--- src/rtl/rpi_accel_pkg.sv ---
// Shared definitions for the RPi instruction path and task_manager.
//   rx_state_t  : SPI frame receive FSM states
//   is_state_t  : instruction issue FSM states
//   STATUS_*    : bit positions inside the 8-bit status byte returned on MISO
//   OP_*        : opcode constants carried in RPi_inst[N-1:N-8]
package rpi_accel_pkg;

  typedef enum logic [1:0] {
    RX_WAIT_CS_HIGH,
    RX_IDLE,
    RX_SHIFT,
    RX_END
  } rx_state_t;

  typedef enum logic [1:0] {
    IS_IDLE,
    IS_REQ,
    IS_BUSY
  } is_state_t;

  localparam int unsigned STATUS_IDLE  = 7;
  localparam int unsigned STATUS_VALID = 6;
  localparam int unsigned STATUS_BUSY  = 5;
  localparam int unsigned STATUS_OVR   = 4;
  localparam int unsigned STATUS_FERR  = 3;
  localparam int unsigned STATUS_REJ   = 2;
  localparam int unsigned STATUS_TMO   = 1;

  localparam logic [7:0] OP_NONE = 8'h00;
  localparam logic [7:0] OP_BGS  = 8'hFF;

endpackage

--- src/rtl/spi_sync_edge.sv ---
// Brings the asynchronous SPI pins into the clk domain.
//   clk, rst_n           : system clock, synchronous active-low reset
//   spi_sclk/cs_n/mosi   : raw SPI pins
//   cs_n, mosi           : synchronized levels, aligned with the edge pulses
//   sclk_rise/sclk_fall  : 1-cycle pulses on synchronized SCLK edges
//   cs_fall/cs_rise      : 1-cycle pulses on synchronized chip-select edges
// Pin edge to pulse latency is exactly 3 clk (2 sync stages + registered detect).
module spi_sync_edge (
  input  logic clk,
  input  logic rst_n,
  input  logic spi_sclk,
  input  logic spi_cs_n,
  input  logic spi_mosi,
  output logic cs_n,
  output logic mosi,
  output logic sclk_rise,
  output logic sclk_fall,
  output logic cs_fall,
  output logic cs_rise
);

  logic [2:0] sclk_q;
  logic [2:0] cs_q;
  logic [1:0] mosi_q;

  // cs_n resets low so that a pin already high after reset only produces a
  // rise (ignored while waiting for CS high), never a spurious fall.
  always_ff @(posedge clk) begin
    if (!rst_n) begin
      sclk_q    <= '0;
      cs_q      <= '0;
      mosi_q    <= '0;
      cs_n      <= 1'b0;
      mosi      <= 1'b0;
      sclk_rise <= 1'b0;
      sclk_fall <= 1'b0;
      cs_fall   <= 1'b0;
      cs_rise   <= 1'b0;
    end else begin
      sclk_q    <= {sclk_q[1:0], spi_sclk};
      cs_q      <= {cs_q[1:0], spi_cs_n};
      mosi_q    <= {mosi_q[0], spi_mosi};
      cs_n      <= cs_q[1];
      mosi      <= mosi_q[1];
      sclk_rise <= sclk_q[1] & ~sclk_q[2];
      sclk_fall <= ~sclk_q[1] & sclk_q[2];
      cs_fall   <= ~cs_q[1] & cs_q[2];
      cs_rise   <= cs_q[1] & ~cs_q[2];
    end
  end

endmodule

--- src/rtl/rpi_inst_receiver.sv ---
// SPI mode-0 slave that assembles one N-bit instruction per chip-select frame
// and hands it to task_manager through an execute_task request.
//   clk, rst_n             : system clock, synchronous active-low reset
//   spi_sclk/cs_n/mosi     : SPI pins from the RPi (asynchronous)
//   spi_miso               : status byte, MSB first, during the first 8 SCLKs
//   RPi_inst               : last accepted instruction, stable while requesting
//   execute_task           : request to task_manager
//   inst_valid, idle       : task_manager validity / idle feedback
//   frame_error, overrun   : 1-cycle event pulses
module rpi_inst_receiver
  import rpi_accel_pkg::*;
#(
  parameter int unsigned N          = 80,
  parameter int unsigned ACCEPT_TMO = 1024
) (
  input  logic         clk,
  input  logic         rst_n,
  input  logic         spi_sclk,
  input  logic         spi_cs_n,
  input  logic         spi_mosi,
  output logic         spi_miso,
  output logic [N-1:0] RPi_inst,
  output logic         execute_task,
  input  logic         inst_valid,
  input  logic         idle,
  output logic         frame_error,
  output logic         overrun
);

  localparam int unsigned CW = $clog2(N + 2);
  localparam int unsigned TW = $clog2(ACCEPT_TMO + 1);
  localparam logic [CW-1:0] BITS_FULL = CW'(N);
  localparam logic [CW-1:0] BITS_SAT  = CW'(N + 1);
  localparam logic [TW-1:0] TMO_LAST  = TW'(ACCEPT_TMO - 1);

  logic cs_n_s, mosi_s, sclk_rise, sclk_fall, cs_fall, cs_rise;

  spi_sync_edge u_sync (
    .clk       (clk),
    .rst_n     (rst_n),
    .spi_sclk  (spi_sclk),
    .spi_cs_n  (spi_cs_n),
    .spi_mosi  (spi_mosi),
    .cs_n      (cs_n_s),
    .mosi      (mosi_s),
    .sclk_rise (sclk_rise),
    .sclk_fall (sclk_fall),
    .cs_fall   (cs_fall),
    .cs_rise   (cs_rise)
  );

  rx_state_t rx_q, rx_d;
  is_state_t is_q, is_d;

  logic [N-1:0]  shreg_q, inst_q;
  logic [CW-1:0] bit_cnt_q;
  logic [7:0]    miso_sr_q;
  logic          miso_q;
  logic [TW-1:0] timer_q;
  logic          ovr_q, ferr_q, rej_q, tmo_q;
  logic          frame_error_q, overrun_q;

  logic       snap, start, end_err, end_ovr, set_rej, set_tmo;
  logic [7:0] status;

  assign status = {idle, inst_valid, (is_q != IS_IDLE), ovr_q, ferr_q, rej_q, tmo_q, 1'b0};

  // Receive FSM
  always_comb begin
    rx_d    = rx_q;
    snap    = 1'b0;
    start   = 1'b0;
    end_err = 1'b0;
    end_ovr = 1'b0;
    unique case (rx_q)
      RX_WAIT_CS_HIGH: if (cs_n_s) rx_d = RX_IDLE;
      RX_IDLE: begin
        if (cs_fall) begin
          snap = 1'b1;
          rx_d = RX_SHIFT;
        end
      end
      RX_SHIFT: if (cs_rise) rx_d = RX_END;
      RX_END: begin
        rx_d = RX_IDLE;
        if (bit_cnt_q != BITS_FULL) end_err = 1'b1;
        else if (is_q != IS_IDLE)   end_ovr = 1'b1;
        else                        start   = 1'b1;
      end
      default: rx_d = RX_WAIT_CS_HIGH;
    endcase
  end

  // Issue FSM; execute_task is a pure state decode so reset drops it next cycle.
  always_comb begin
    is_d         = is_q;
    set_rej      = 1'b0;
    set_tmo      = 1'b0;
    execute_task = (is_q == IS_REQ);
    unique case (is_q)
      IS_IDLE: if (start) is_d = IS_REQ;
      IS_REQ: begin
        if (timer_q == '0 && !inst_valid) begin
          set_rej = 1'b1;
          is_d    = IS_IDLE;
        end else if (!idle) begin
          is_d = IS_BUSY;
        end else if (timer_q == TMO_LAST) begin
          set_tmo = 1'b1;
          is_d    = IS_IDLE;
        end
      end
      IS_BUSY: if (idle) is_d = IS_IDLE;
      default: is_d = IS_IDLE;
    endcase
  end

  always_ff @(posedge clk) begin
    if (!rst_n) begin
      rx_q          <= RX_WAIT_CS_HIGH;
      is_q          <= IS_IDLE;
      inst_q        <= '0;
      timer_q       <= '0;
      frame_error_q <= 1'b0;
      overrun_q     <= 1'b0;
      ovr_q         <= 1'b0;
      ferr_q        <= 1'b0;
      rej_q         <= 1'b0;
      tmo_q         <= 1'b0;
    end else begin
      rx_q          <= rx_d;
      is_q          <= is_d;
      frame_error_q <= end_err;
      overrun_q     <= end_ovr;
      if (start) inst_q <= shreg_q;
      timer_q <= (is_q == IS_REQ) ? timer_q + TW'(1) : '0;
      // Sticky flags clear on the snapshot; a same-cycle set wins.
      ovr_q  <= end_ovr | (ovr_q & ~snap);
      ferr_q <= end_err | (ferr_q & ~snap);
      rej_q  <= set_rej | (rej_q & ~snap);
      tmo_q  <= set_tmo | (tmo_q & ~snap);
    end
  end

  // Frame datapath: MOSI shifter, bit counter and MISO status shifter.
  always_ff @(posedge clk) begin
    if (!rst_n) begin
      shreg_q   <= '0;
      bit_cnt_q <= '0;
      miso_sr_q <= '0;
      miso_q    <= 1'b0;
    end else if (snap) begin
      shreg_q   <= '0;
      bit_cnt_q <= '0;
      miso_q    <= status[7];
      miso_sr_q <= {status[6:0], 1'b0};
    end else if (rx_q == RX_SHIFT) begin
      if (sclk_rise) begin
        shreg_q <= {shreg_q[N-2:0], mosi_s};
        if (bit_cnt_q != BITS_SAT) bit_cnt_q <= bit_cnt_q + CW'(1);
      end
      // Zeros fill in behind the status byte, so MISO is 0 after 8 bits.
      if (cs_rise) begin
        miso_q <= 1'b0;
      end else if (sclk_fall) begin
        miso_q    <= miso_sr_q[7];
        miso_sr_q <= {miso_sr_q[6:0], 1'b0};
      end
    end else begin
      miso_q <= 1'b0;
    end
  end

  assign spi_miso    = miso_q;
  assign RPi_inst    = inst_q;
  assign frame_error = frame_error_q;
  assign overrun     = overrun_q;

endmodule
--- config.mk ---
export PLATFORM = sky130hd
export DESIGN_NAME = rpi_inst_receiver
export DESIGN_NICKNAME = d
export VERILOG_FILES = /design/src/rtl/rpi_accel_pkg.sv /design/src/rtl/spi_sync_edge.sv /design/src/rtl/rpi_inst_receiver.sv
export SDC_FILE = /design/constraint.sdc
export NUM_CORES = 1
export LEC_CHECK = 0
export ABC_AREA = 1
export ABC_CLOCK_PERIOD_IN_PS = 2200
export BUFFER_PORTS_ARGS = -buffer_cell sky130_fd_sc_hd__buf_4
export CELL_PAD_IN_SITES_DETAIL_PLACEMENT = 0
export CELL_PAD_IN_SITES_GLOBAL_PLACEMENT = 1
export CORE_MARGIN = 3
export CORE_UTILIZATION = 43
export CTS_CLUSTER_DIAMETER = 80
export DETAILED_ROUTE_END_ITERATION = 8
export GPL_TIMING_DRIVEN = 0
export PLACE_DENSITY_LB_ADDON = 0.15
export SYNTH_ARGS = -nofsm -noshare
export SYNTH_HDL_FRONTEND = slang
export SYNTH_SLANG_ARGS = --single-unit
export TNS_END_PERCENT = 10
--- constraint.sdc ---
create_clock -name clk -period 2.2 [get_ports clk]
set_input_delay 0.11 -clock clk [delete_from_list [all_inputs] [get_ports clk]]
set_output_delay 0.11 -clock clk [all_outputs]
set_load 0.05 [all_outputs]
# Word-level counts from Yosys, hierarchy flattened
# Index checks and enable logic that the tools add are counted.
# Widths: inputs -> output; s select.
# totals
reg_bits	209
latchBits	0
ramBits	0
mem_bits_ro	0
output_inout_bits	84
elab_cells	108
n_memories	0
# op_classes
add_sub_neg	2
mul	0
div_mod_pow	0
n_lt_le_gt_ge	0
n_eq_ne	16
shift	0
muxes	34
n_bitwise	18
n_reduce_logical	15
# ops
op	count
$mux 8	4
$mux 1	20
$mux 2	8
$ne 7x7->1 const B	2
$reduce_and 3->1	4
$add 11x1->11 const B	1
$eq 11x10->1 const B	1
$logic_not 11->1	1
$and 1x1->1	8
$ne 4x2->1 const B	2
$pmux 2 s4	1
$add 7x1->7 const B	1
$eq 2x2->1 const B	3
$ne 2x1->1 const B	3
$ne 2x2->1 const B	3
$not 1->1	6
$pmux 2 s3	1
$reduce_bool 2->1	3
$eq 2x1->1 const B	2
$logic_not 2->1	2
$or 1x1->1	4
$reduce_and 2->1	2
$reduce_or 2->1	1
$logic_and 1x1->1	1
$logic_not 1->1	1

# Logic depth before layout (Yosys ltp)
# Gate-level depths: netlist of run 1.
# depth
ltp_word	6
mapped_depth	9

# By module
# From an unflattened synthesis of run 1, not the netlist that was laid out.
# unflattened
hier_cells	951
hier_area_um2	7677.4
# modules_own_cells
mod	instances	cells_each	area_per_inst_um2	seq_area_each_um2
rpi_inst_receiver	1	913	7305.8	3903.7
spi_sync_edge	1	38	371.6	260.2

# Worst setup path after synthesis of run 1
# No wires, ideal clock.
# synth_path
path_kind	register to register
from	register rx_q[0]
to	register shreg_q[59]
setup_ns	0.128
arrival_ns	1.416
t_required_ns	2.072
path_slack_ns	0.655
stages_incl_launch_ff	8
synth_period_minus_slack_ns	1.545
cell_sequence	dfxtp_1 > inv_1 > ha_1 > nand2_1 > clkinv_1 > clkbuf_1 > o21ai_0 > a21oi_1
# synth_via
elab_chain_cells	3
elab_cells_between_ends	5
classes_between	eq/ne (2); mux (1); reduce/logical (2)
# synth_rtl
item	line_no	text
start, declared	rpi_inst_receiver.sv:52	rx_state_t rx_q, rx_d;
start signal, assigned	rpi_inst_receiver.sv:131	rx_q <= rx_d;
$eq 2x1->1	rpi_inst_receiver.sv:75	unique case (rx_q)
$mux 1	rpi_inst_receiver.sv:75	
$reduce_or 2->1 (no line)	n/a	
end signal, assigned	rpi_inst_receiver.sv:159	shreg_q <= {shreg_q[N-2:0], mosi_s};
end, declared	rpi_inst_receiver.sv:55	logic [N-1:0] shreg_q, inst_q;
# Parallel ways exist; a longest one is shown, timed or not.
# A chain may end at the register's enable or synchronous reset.

# Final worst setup path of run 1
# Ends and elaborated chain as after synthesis.

==> impl_summary.txt, run 1 <==
----------------------------------------------------
[Critical path]
  Endpoint of the most critical setup path ... shreg_q[59]
  Reg2Reg Setup Slack ... 350 ps
  Reg2Reg Capture Point ... shreg_q[59]
  Reg2reg path depth ... 7
  Beginning of the worst register-to-register path ... rx_q[0]
  Maximum fanout along the worst path ... 10
  Element type at the critical path end ... flop
  Sort of element at the start of the critical path ... flop
  Worst path arrival time ... 2220 ps
  Source of the critical timing path ... rx_q[0]
  Critical path required time ... 2560 ps
  CP Class ... reg -> reg

[Route]
  DRC violation count after routing ... 0
  Routed vias/inst ... about 5
  Total Wirelength ... 19230 um
  Post-DRT Antenna Nets ... 0
  Starting DRT DRC Count ... 356
  Number of iterations in the first detailed-routing pass ... 5
  Average wire per cell in the routed design ... 14.65 um
  Number of vias in the routed layout ... 6656

[Clock network]
  Clock tree from TritonCTS ... done
  Clock sinks ... 208
  Post-CTS setup repair buffer count ... 0
  Max Buffers Root-to-Sink ... 3
  Clock-pin slew on the worst setup and hold paths ... approximately 60 ps
  Clock Tree Root ... sky130_fd_sc_hd__clkbuf_16
  Worst-Skew Late Latency ... ~490 ps
  H-Tree Depth ... 1
  Number of clock buffers inserted by TritonCTS ... 23

[Floorplanning]
  Floorplan core area ... 17540 um2
  Placement Rows ... 48
  Area of the die ... 19810 um2
  Initial Utilization ... approximately 45%
  Count of pins on the block boundary ... 91
  Floorplan die height ... 140.7 um
  Die Width ... 140.7 um

[Cells and area]
  Area added between synthesis and finish ... 22.22%
  Antenna diode instance count ... 0
  Layout Cell Area excl Fill ... 9540 um2
  Number of nets in the finished design ... 1092
  Final Util ... around 54%
  Share of final-layout standard cells stronger than drive strength 1 ... 14.25%
  Total of fill cells in the finished design ... 1745

[STA]
  Minimum clock period ... 1852 ps
  Max frequency ... between 500 and 600 MHz
  Final setup skew ... between 9 and 10 ps
  Final hold violation count ... 0
  Setup repair after global routing missed its margin ... no
  Worst Tran Pin Value ... 649.3 ps
  Normalized max-slew margin ... 56.71%
  Final setup violation count ... 0
  Final clock period utilization by the worst path ... ~84%
  Final-report max-slew violation count ... 0

[Yosys]
  Number of synthesized register bits ... 208
  Synthesized area ... ~8000 um2
  Post-Synthesis Net Count ... slightly below 1000
  Count of different cell masters after synthesis ... 27
  Avg Cell Area, Syn ... between 8 and 9 um2
  Sequential-to-total area share from yosys stat ... 53.34%
  Warnings from Yosys ... 0
  Cells after Synth ... 957

[GRT]
  Gr usage total ... 19.09%
  Wire length of the first global-routing pass ... around 32000 um
  Overflow after GRT ... 0
  Antenna violations before repair ... 0
  Pin count of the biggest net entering global routing ... 13
  Vias in the first global route ... 6191

[Place]
  Sum of net half-perimeters after detailed placement ... 12920 um
  Post-detailed-placement cell area ... 8756 um2
  Global placement routability congestion ... 0.7568
  Buffers added on ports ... 89

[Job]
  Reported max-cap violation count ... 0

[Pwr]
  Net switching fraction of the power ... between 20 and 25%
  Cell internal pwr ... 0.006162 W
  Worst VDD drop ... 0.0005911 V
  Static leakage ... between 3 and 4 nW
  Share of power burned in the clock network ... 46.4%
  Switch Pwr ... approximately 0.0018 W
  Seq pwr share ... about half
  Power density relative to cell area ... 831.4 nW/um2
  Proportion of power drawn by combinational gates ... 4.9%

[Worst hold path]
  Kind of path behind the tightest hold check ... in -> reg

[Status]
  Status ... finished clean

----------------------------------------------------
[flip-flops by register name (all words and copies together) (netlist names), 3 cells and up]
register / flops
RPi_inst: 80
bit_cnt_q: 7
miso_sr_q: 6
shreg_q: 80
timer_q: 11
u_sync.cs_q: 3
u_sync.sclk_q: 3
[metrics by stage]
step	total power, W	TNS, ps	setup WS (ps)	std cells	hold slack [ps]
6_report	0.007932	0	348.0	1313	348.4
2_1_floorplan	0.004215	0	655.1	957	207.6
5_1_grt	0.008263	0	143.6	1313	347.6
3_5_place_dp	0.004326	-2947	-73.00	1271	295.5
3_3_place_gp	0.004325	-2151	-51.54	1271	294.6
4_1_cts	0.008014	0	96.24	1313	325.9
[worst min path at each step]
stage | endpoint | cells past startpoint | slack, ps | from
floorplan | u_sync.cs_q[0] | 2 | 210 | spi_cs_n
global placement | u_sync.cs_q[0] | 3 | 290 | spi_cs_n
detailed placement | u_sync.cs_q[0] | 3 | 300 | spi_cs_n
CTS | u_sync.cs_q[0] | 4 | 330 | spi_cs_n
global route | u_sync.mosi_q[0] | 4 | 350 | spi_mosi
finish | u_sync.mosi_q[0] | 4 | 350 | spi_mosi
[layer usage]
metal / wire [um] / track usage, % / part of all wire (%)
met1: 9602 / 27.59 / 50
met2: 8561 / 30.17 / 45
met3: 744 / 2.917 / 3.9
met4: 324 / 4.488 / 1.7
met5: 0 / 0 / 0
[critical path: stages, from the launching register on]
cell and delay, ps:
sky130_fd_sc_hd__dfxtp_1 380, sky130_fd_sc_hd__inv_1 80, sky130_fd_sc_hd__ha_1 240, sky130_fd_sc_hd__nand2_2 240
sky130_fd_sc_hd__clkinv_2 200, sky130_fd_sc_hd__clkbuf_1 280, sky130_fd_sc_hd__o21ai_0 220, sky130_fd_sc_hd__a21oi_1 70
[cells in the final DEF, fill, tap and decap left out, types with 2 or more instances in the layout]
cell type / synthesis / routed
sky130_fd_sc_hd__o21ai_0: 78 / 78
sky130_fd_sc_hd__clkbuf_16: 0 / 23
sky130_fd_sc_hd__o21ai_1: 17 / 17
sky130_fd_sc_hd__nand3_1: 10 / 10
sky130_fd_sc_hd__clkbuf_8: 0 / 6
sky130_fd_sc_hd__ha_1: 9 / 8
sky130_fd_sc_hd__nand3_2: 2 / 2
sky130_fd_sc_hd__nand2_1: 160 / 159
sky130_fd_sc_hd__inv_2: 3 / 3
sky130_fd_sc_hd__xor2_1: 2 / 2
sky130_fd_sc_hd__nor3_1: 2 / 2
sky130_fd_sc_hd__a21oi_1: 181 / 181
sky130_fd_sc_hd__buf_2: 15 / 15
sky130_fd_sc_hd__nor2_1: 29 / 29
sky130_fd_sc_hd__nand4_1: 85 / 85
sky130_fd_sc_hd__buf_8: 8 / 8
sky130_fd_sc_hd__dlygate4sd3_1: 0 / 6
sky130_fd_sc_hd__inv_1: 86 / 86
sky130_fd_sc_hd__clkinv_2: 0 / 3
sky130_fd_sc_hd__nor2_4: 2 / 2
sky130_fd_sc_hd__dfxtp_1: 208 / 208
sky130_fd_sc_hd__o22ai_1: 3 / 3
sky130_fd_sc_hd__clkbuf_1: 48 / 51
sky130_fd_sc_hd__buf_4: 0 / 89
sky130_fd_sc_hd__xnor2_1: 2 / 2
[cell families (layout without fill, tap and decap cells)]
group | after synthesis | after routing | synth area share, %
buffers and inverters | 162 | 293 | 9.184
flip-flops | 208 | 208 | 53.34
XOR/XNOR | 4 | 4 | 0.4489
AND/OR/NAND/NOR | 293 | 293 | 17.47
adder cells (fa/ha/maj) | 9 | 9 | 1.443
AO/OA/AOI/OAI | 281 | 281 | 18.11
[final cells by class]
cell class / instances / area (um2) / area share, %
flip-flops and latches: 208 / 4164 / 43.65
repair buffers: 95 / 728.2 / 7.633
clock buffers: 33 / 673.1 / 7.056
clock inverters: 4 / 48.80 / 0.5115
plain buffers: 71 / 375.4 / 3.934
inverters: 90 / 339.1 / 3.554
multi-input cells: 587 / 2930 / 30.71
well taps: 225 / 281.5 / 2.951
[what timing repair did]
item / 4_1_cts / 5_1_grt
resized for setup: 1 / 2
endpoints found under the hold margin: 9 / 0
endpoints found under the setup margin: 87 / 21
cloned: 0 / 0
hold buffers: 6 / 0
[power by group through the flow]
stage                     sequential (W)  combinational (W)  clock [W]
after floorplan                  0.00394           0.000270          0
after global placement           0.00395           0.000374          0
after detailed placement         0.00395           0.000376          0
after CTS                        0.00387           0.000386    0.00376
after global routing             0.00387           0.000447    0.00394
final                            0.00387           0.000385    0.00368
[cell usage after synthesis]
master,number,area (um2)
sky130_fd_sc_hd__buf_8,8,120.1
sky130_fd_sc_hd__ha_1,9,112.6
sky130_fd_sc_hd__nand3_1,10,50.05
sky130_fd_sc_hd__buf_1,1,3.750
sky130_fd_sc_hd__nor2_4,2,22.52
sky130_fd_sc_hd__inv_1,86,322.8
sky130_fd_sc_hd__o211ai_1,1,7.510
sky130_fd_sc_hd__o21ai_0,78,390.4
sky130_fd_sc_hd__nand4_1,85,531.8
sky130_fd_sc_hd__nand2_1,160,600.6
sky130_fd_sc_hd__a31oi_1,1,6.260
sky130_fd_sc_hd__clkinv_1,1,3.750
sky130_fd_sc_hd__nand3_2,2,20.02
sky130_fd_sc_hd__nor3_1,2,10.01
sky130_fd_sc_hd__o21ai_1,17,85.08
sky130_fd_sc_hd__dfxtp_1,208,4164
sky130_fd_sc_hd__buf_2,15,75.07
sky130_fd_sc_hd__a21oi_1,181,905.9
sky130_fd_sc_hd__nor2_1,29,108.9
sky130_fd_sc_hd__o22ai_1,3,18.77
sky130_fd_sc_hd__xnor2_1,2,17.52
sky130_fd_sc_hd__nor4_1,1,6.260
sky130_fd_sc_hd__inv_2,3,11.26
sky130_fd_sc_hd__xor2_1,2,17.52
sky130_fd_sc_hd__nor3b_1,1,7.510
sky130_fd_sc_hd__clkbuf_1,48,180.2
sky130_fd_sc_hd__and2_1,1,6.260
No activity file was read; power rests on OpenSTA's default activity.
==> inputs of run 2 (changes only) <==
--- a/config.mk
+++ b/config.mk
@@ -6,7 +6,7 @@
 export NUM_CORES = 1
 export LEC_CHECK = 0
 export ABC_AREA = 1
-export ABC_CLOCK_PERIOD_IN_PS = 2200
+export ABC_CLOCK_PERIOD_IN_PS = 1720
 export BUFFER_PORTS_ARGS = -buffer_cell sky130_fd_sc_hd__buf_4
 export CELL_PAD_IN_SITES_DETAIL_PLACEMENT = 0
 export CELL_PAD_IN_SITES_GLOBAL_PLACEMENT = 1
==> constraint.sdc (replaced) <==
create_clock -name clk -period 1.72 [get_ports clk]
set_input_delay 0.086 -clock clk [delete_from_list [all_inputs] [get_ports clk]]
set_output_delay 0.086 -clock clk [all_outputs]
set_load 0.05 [all_outputs]
==> run 2 against run 1 <==
- register-to-register slack got worse by 280 ps
- wire length shrank 0.16%
- clock-buffer cell count did not move
- hold slack worse by 24 ps
- highest routed layer unchanged
- fmax increased by 12%
- sequential power is 28% higher
- sequential share of layout area shrank 0.54 points
- cell count rose by 0.15%
- critical path type unchanged
- worst setup slack worse by 280 ps
==> impl_summary.txt, run 2 (synthesized netlist as in run 1, its figures left out) <==
----------------------------------------------------
[Status]
  Status ... finished clean

[Cells and area]
  Area added between synthesis and finish ... 23.79%
  Multi-input gate area in the final layout ... 2955 um2 (+0.85%)
  Share of final-layout standard cells stronger than drive strength 1 ... 17.98% (+3.7 points)
  Top library cells by usage in the layout, fill and taps aside ... sky130_fd_sc_hd__dfxtp_1, sky130_fd_sc_hd__a21oi_1, sky130_fd_sc_hd__nand2_1
  Number of nets in the finished design ... 1094 (+0.18%)
  Most common cell after layout, fill and taps aside ... sky130_fd_sc_hd__dfxtp_1
  Antenna diode instance count ... 0 (unchanged)
  Total of fill cells in the finished design ... 1741 (-0.23%)
  Register area ... 4165 um2 (about the same)
  Final instance count without filler cells ... 1315 (+0.15%)

[STA]
  Final clock period utilization by the worst path ... 95.94% (+12 points)
  Final setup violation count ... 0 (unchanged)
  Final-report max-slew violation count ... 0 (unchanged)
  Final WS setup ... 69.85 ps (-278.1 ps)
  Final setup skew ... 10.19 ps (+0.6118 ps)
  Normalized max-slew margin ... 57.07% (+0.36 points)
  Worst Hold Margin ... 324.8 ps (-23.61 ps)
  Minimum clock period ... 1650 ps (-201.9 ps)
  Worst Tran Pin Value ... 644.0 ps (-5.348 ps)
  Final hold violation count ... 0 (unchanged)
  Setup repair after global routing missed its margin ... yes
  Max frequency ... 606.0 MHz (+12%)

[GRT]
  Antenna violations before repair ... 0 (unchanged)
  Wire length of the first global-routing pass ... 31820 um (unchanged)
  Pin count of the biggest net entering global routing ... 13 (unchanged)
  Gr usage total ... 19.09% (unchanged)
  Vias in the first global route ... 6191 (unchanged)
  Overflow after GRT ... 0 (unchanged)

[Floorplanning]
  Die Width ... 140.7 um (unchanged)
  Count of pins on the block boundary ... 91 (unchanged)
  Floorplan core area ... 17540 um2 (unchanged)
  Area of the die ... 19810 um2 (unchanged)
  Initial Utilization ... 44.51% (unchanged)
  Floorplan die height ... 140.7 um (unchanged)
  Placement Rows ... 48 (unchanged)

[Route]
  Total Wirelength ... 19200 um (-0.16%)
  DRC violation count after routing ... 0 (unchanged)
  Number of iterations in the first detailed-routing pass ... 5 (unchanged)
  Number of vias in the routed layout ... 6660 (+0.060%)
  Average wire per cell in the routed design ... 14.60 um (-0.31%)
  Routed vias/inst ... 5.065 (about the same)
  Starting DRT DRC Count ... 331 (-7.0%)
  Post-DRT Antenna Nets ... 0 (unchanged)

[Clock network]
  Number of clock buffers inserted by TritonCTS ... 23 (unchanged)
  Clock-pin slew on the worst setup and hold paths ... 60 ps (about the same)
  Max Buffers Root-to-Sink ... 3 (unchanged)
  Clock sinks ... 208 (unchanged)
  Worst-Skew Late Latency ... 490 ps (about the same)
  H-Tree Depth ... 1 (unchanged)
  Clock tree from TritonCTS ... done
  Clock Tree Root ... sky130_fd_sc_hd__clkbuf_16

[Pwr]
  Power density relative to cell area ... 1052 nW/um2 (+27%)
  Worst VDD drop ... 0.0007570 V (+28%)
  Static leakage ... 3.763 nW (+4.1%)

[Worst hold path]
  Kind of path behind the tightest hold check ... in -> reg

[Place]
  Sum of net half-perimeters after detailed placement ... 12920 um (unchanged)
  Global placement routability congestion ... 0.7568 (unchanged)
  Buffers added on ports ... 89 (unchanged)
  Placement-stage worst setup slack ... -553.0 ps (-480.0 ps)
  Placed Instances ... 1271 (unchanged)

[Critical path]
  Element type at the critical path end ... flop
  Worst path arrival time ... 2010 ps (-210 ps)
  Sort of element at the start of the critical path ... flop
  CP Class ... reg -> reg
  Critical path required time ... 2080 ps (-480 ps)
  Maximum fanout along the worst path ... 10 (unchanged)

[Job]
  Reported max-cap violation count ... 0 (unchanged)

----------------------------------------------------
[run 2: cell type report]
| cell class | instances | share of cell area [%] |
|---|---|---|
| Buffer | 71 | 4.584 |
| Inverter | 90 | 3.522 |
| Multi-Input combinational cell | 587 | 30.58 |
| Clock inverter | 4 | 0.5050 |
| Clock buffer | 33 | 6.966 |
| Tap cell | 225 | 2.913 |
| Sequential cell | 208 | 43.10 |
| Timing Repair Buffer | 97 | 7.821 |
[run 2: critical path, cell delays in order, from the launching register on]
cell                       delay [ps]
sky130_fd_sc_hd__dfxtp_2          350
sky130_fd_sc_hd__inv_1            110
sky130_fd_sc_hd__ha_1             150
sky130_fd_sc_hd__nand2_1          100
sky130_fd_sc_hd__nor2_4           160
sky130_fd_sc_hd__nand3_4          220
sky130_fd_sc_hd__clkbuf_4         280
sky130_fd_sc_hd__nand2_1           80
sky130_fd_sc_hd__a21oi_1           50
[run 2: path summary, 6_finish.rpt]
check	from	endpoint	slack (ps)	cells after the start
worst min register to register	u_sync.cs_q[1]	u_sync.cs_fall	400	1
worst max-delay path	bit_cnt_q[0]	RPi_inst[73]	70	8
worst max register to register	bit_cnt_q[0]	RPi_inst[73]	70	8
worst min-delay path	spi_mosi	u_sync.mosi_q[0]	320	4
[run 2: through the flow]
stage,instance area [um2],util [%],TNS [ps],power [W]
5_1_grt,9663,55.10,-2152,0.01060
6_report,9663,55.10,0,0.01017
4_1_cts,9569,54.57,-91.35,0.01026
3_3_place_gp,8756,49.93,-67470,0.005531
3_5_place_dp,8756,49.93,-65110,0.005534
2_1_floorplan,7806,-,0,0.005392
[run 2: timing repair]
action,in CTS,in global routing
gates resized for setup,18,70
buffers inserted,0,2
pin swaps,0,2
hold endpoints to repair,10,0
cloned,0,0
endpoints found under the setup margin,172,176
hold buffers,6,0
[run 2: metal layers]
metal | GRT usage (%) | vias up | wire, um
met5 | 0 | - | 0
met4 | 4.488 | 0 | 320
met3 | 2.917 | 27 | 831
met2 | 30.17 | 123 | 8507
met1 | 27.59 | 3028 | 9541
li1 | - | 3482 | -
[run 2: report_power, final]
group / total, W / internal, W / switching, W
combinational: 0.000520 / 0.000163 / 0.000357
clock: 0.00470 / 0.00284 / 0.00186
sequential: 0.00495 / 0.00490 / 0.0000505
total: 0.0102 / 0.00790 / 0.00227
==> inputs of run 3 (changes only) <==
--- a/config.mk
+++ b/config.mk
@@ -10,7 +10,7 @@
 export BUFFER_PORTS_ARGS = -buffer_cell sky130_fd_sc_hd__buf_4
 export CELL_PAD_IN_SITES_DETAIL_PLACEMENT = 0
 export CELL_PAD_IN_SITES_GLOBAL_PLACEMENT = 1
-export CORE_MARGIN = 3
+export CORE_MARGIN = 8
 export CORE_UTILIZATION = 43
 export CTS_CLUSTER_DIAMETER = 80
 export DETAILED_ROUTE_END_ITERATION = 8
==> run 3 against run 2 <==
- design area grew 1.3%
- via count rose by 0.50%
- clock skew shrank 3.6 ps
- cell count increased by 0.91%
- worst setup slack worse by 65 ps
- global-route usage is 2.2 points lower
- critical path depth increased by 2
- sequential cell count is the same
- combinational power is 2% higher
- clock-buffer cell count down 1
==> impl_summary.txt, run 3 (synthesized netlist as in run 1, its figures left out) <==
----------------------------------------------------
[Critical path]
  Endpoint of the most critical setup path ... RPi_inst[23]
  Reg2Reg Setup Slack ... 5 ps (-60 ps)
  Maximum fanout along the worst path ... 10 (unchanged)
  Largest stage delay, worst path ... 370 ps (+20 ps)
  Beginning of the worst register-to-register path ... bit_cnt_q[0]
  Reg2Reg Capture Point ... RPi_inst[23]
  Reg2reg path depth ... 10 (+2)
  Sort of element at the start of the critical path ... flop
  Worst path arrival time ... 2080 ps (+70 ps)
  Critical-path top delay cell ... sky130_fd_sc_hd__dfxtp_4
  Worst path cell trace ... inv_2, ha_2, nand2_2, nor2_4, buf_4, buf_12, nand3_4, buf_2, nand2_1, a21oi_1
  Element type at the critical path end ... flop
  Source of the critical timing path ... bit_cnt_q[0]
  Critical path required time ... 2080 ps (about the same)
  CP Class ... reg -> reg

[Cells and area]
  Most common cell after layout, fill and taps aside ... sky130_fd_sc_hd__dfxtp_1
  Area added between synthesis and finish ... 25.36%
  Number of nets in the finished design ... 1098 (+0.37%)
  Layout Cell Area excl Fill ... 9786 um2 (+1.3%)
  Final instance count without filler cells ... 1327 (+0.91%)
  Top library cells by usage in the layout, fill and taps aside ... sky130_fd_sc_hd__dfxtp_1, sky130_fd_sc_hd__a21oi_1, sky130_fd_sc_hd__nand2_1
  Share of final-layout standard cells stronger than drive strength 1 ... 18.76% (+0.78 points)
  Total of fill cells in the finished design ... 1778 (+2.1%)
  Antenna diode instance count ... 0 (unchanged)

[Route]
  Starting DRT DRC Count ... 330 (-0.30%)
  Average wire per cell in the routed design ... 14.93 um (+2.2%)
  Number of iterations in the first detailed-routing pass ... 4 (-1)
  Routed vias/inst ... 5.044 (-0.41%)
  Number of vias in the routed layout ... 6693 (+0.50%)
  Total Wirelength ... 19810 um (+3.2%)
  DRC violation count after routing ... 0 (unchanged)
  Post-DRT Antenna Nets ... 0 (unchanged)

[GRT]
  Met2 Usage GRT ... 27.23% (-2.9 points)
  GRT met3 Usage ... 3.336% (+0.42 points)
  Met1 demand-to-capacity share in global routing ... 22.92% (-4.7 points)
  Grt peak-use layer ... met2
  Wire length of the first global-routing pass ... 31990 um (+0.54%)
  Pin count of the biggest net entering global routing ... 14 (+1)
  Overflow after GRT ... 0 (unchanged)
  Gr usage total ... 16.87% (-2.2 points)
  Vias in the first global route ... 6403 (+3.4%)
  Antenna violations before repair ... 0 (unchanged)

[STA]
  TNS Setup ... 0 ps (unchanged)
  Setup repair after global routing missed its margin ... yes
  Final-report max-slew violation count ... 0 (unchanged)
  Final hold violation count ... 0 (unchanged)
  Worst Tran Pin Value ... 607.1 ps (-36.90 ps)
  Minimum clock period ... 1715 ps (+64.57 ps)
  Final WS setup ... 5.283 ps (-64.57 ps)
  Final setup skew ... 6.612 ps (-3.577 ps)
  Normalized max-slew margin ... 59.53% (+2.5 points)
  Max frequency ... 583.2 MHz (-3.8%)
  Final clock period utilization by the worst path ... 99.69% (+3.8 points)
  Final setup violation count ... 0 (unchanged)

[Place]
  Global placement routability congestion ... 0.7931 (+4.8%)
  Placement-stage worst setup slack ... -520.3 ps (+32.68 ps)
  Placed Instances ... 1275 (+0.31%)
  Post-detailed-placement cell area ... 8761 um2 (about the same)
  Buffers added on ports ... 89 (unchanged)
  Sum of net half-perimeters after detailed placement ... 13410 um (+3.7%)

[Pwr]
  Power density relative to cell area ... 1048 nW/um2 (-0.42%)
  Worst VDD drop ... 0.0007101 V (-6.2%)
  Static leakage ... 3.806 nW (+1.1%)
  Share of power burned in the clock network ... 46.5% (+0.3 points)
  Proportion of power drawn by combinational gates ... 5.2% (about the same)
  Net switching fraction of the power ... 22.17% (-0.11 points)
  Switch Pwr ... 0.002273 W (+0.36%)
  Seq pwr share ... 48.3% (-0.4 points)
  Cell internal pwr ... 0.007979 W (+0.98%)

[Status]
  Status ... finished clean

[Floorplanning]
  Initial Utilization ... 43.60% (-0.91 points)
  Floorplan core area ... 17900 um2 (+2.1%)
  Count of pins on the block boundary ... 91 (unchanged)
  Area of the die ... 22720 um2 (+15%)
  Die Width ... 150.7 um (+7.1%)
  Placement Rows ... 49 (+2.1%)
  Floorplan die height ... 150.7 um (+7.1%)

[Clock network]
  Max Buffers Root-to-Sink ... 3 (unchanged)
  Clock tree from TritonCTS ... done
  Clock-pin slew on the worst setup and hold paths ... 60 ps (about the same)
  Worst-Skew Late Latency ... 490 ps (about the same)
  Clock sinks ... 208 (unchanged)
  H-Tree Depth ... 1 (unchanged)
  Clock Tree Root ... sky130_fd_sc_hd__clkbuf_16
  Number of clock buffers inserted by TritonCTS ... 22 (-4.3%)

[Worst hold path]
  Critical hold path startpoint ... spi_sclk
  Kind of path behind the tightest hold check ... in -> reg
  Number of cells on the worst hold path ... 4 (unchanged)

[Job]
  Reported max-cap violation count ... 0 (unchanged)

----------------------------------------------------
run 3: power by group through the flow:
stage | Clock (W) | Sequential [W] | Combinational (W)
after floorplan | 0 | 0.00505 | 0.000346
after global placement | 0 | 0.00505 | 0.000480
after detailed placement | 0 | 0.00506 | 0.000485
after CTS | 0.00490 | 0.00495 | 0.000517
after global routing | 0.00510 | 0.00495 | 0.000610
final | 0.00477 | 0.00495 | 0.000531
run 3: worst min path at each step:
stage / to / slack, ps
6_report: u_sync.sclk_q[0] / 320
4_1_cts: u_sync.mosi_q[0] / 300
5_1_grt: u_sync.sclk_q[0] / 320
2_1_floorplan: u_sync.cs_q[0] / 180
3_3_place_gp: u_sync.sclk_q[0] / 270
3_5_place_dp: u_sync.mosi_q[0] / 270
run 3: cell type report:
type                            count  area [um2]  area share, %
Buffer                             71       459.2          4.692
Clock buffer                       32       649.4          6.636
Clock inverter                      8       90.09         0.9206
Inverter                           90       340.3          3.478
Multi-Input combinational cell    588        2978          30.43
Sequential cell                   208        4169          42.60
Tap cell                          229       286.5          2.928
Timing Repair Buffer              101       813.3          8.311
run 3: repair_timing:
action	4_1_cts	5_1_grt
endpoints found under the setup margin	172	159
hold buffers	6	0
setup buffers	1	3
resized for setup	23	73
cloned	0	3
pin swaps	1	2
endpoints found under the hold margin	10	0
run 3: through the flow:
stage                     hold WS, ps  util, %  power [W]
after floorplan                 183.6        -   0.005392
after global placement          269.8    48.94   0.005534
after detailed placement        271.5    48.94   0.005540
after CTS                       300.9    53.75    0.01036
after global routing            324.2    54.66    0.01066
final                           321.6    54.66    0.01025
run 3: worst max-delay path: cells and delay by family (launching register included):
family,cells,cell delay (ps)
AO/OA/AOI/OAI,1,50
adder cells (fa/ha/maj),1,170
buffers and inverters,4,580
flip-flops,1,370
AND/OR/NAND/NOR,4,420
run 3: metal layers:
metal  up-vias  wire, um
li1       3487         -
met1      3085      9618
met2       105      8985
met3        16      1007
met4         0       201
met5         -         0
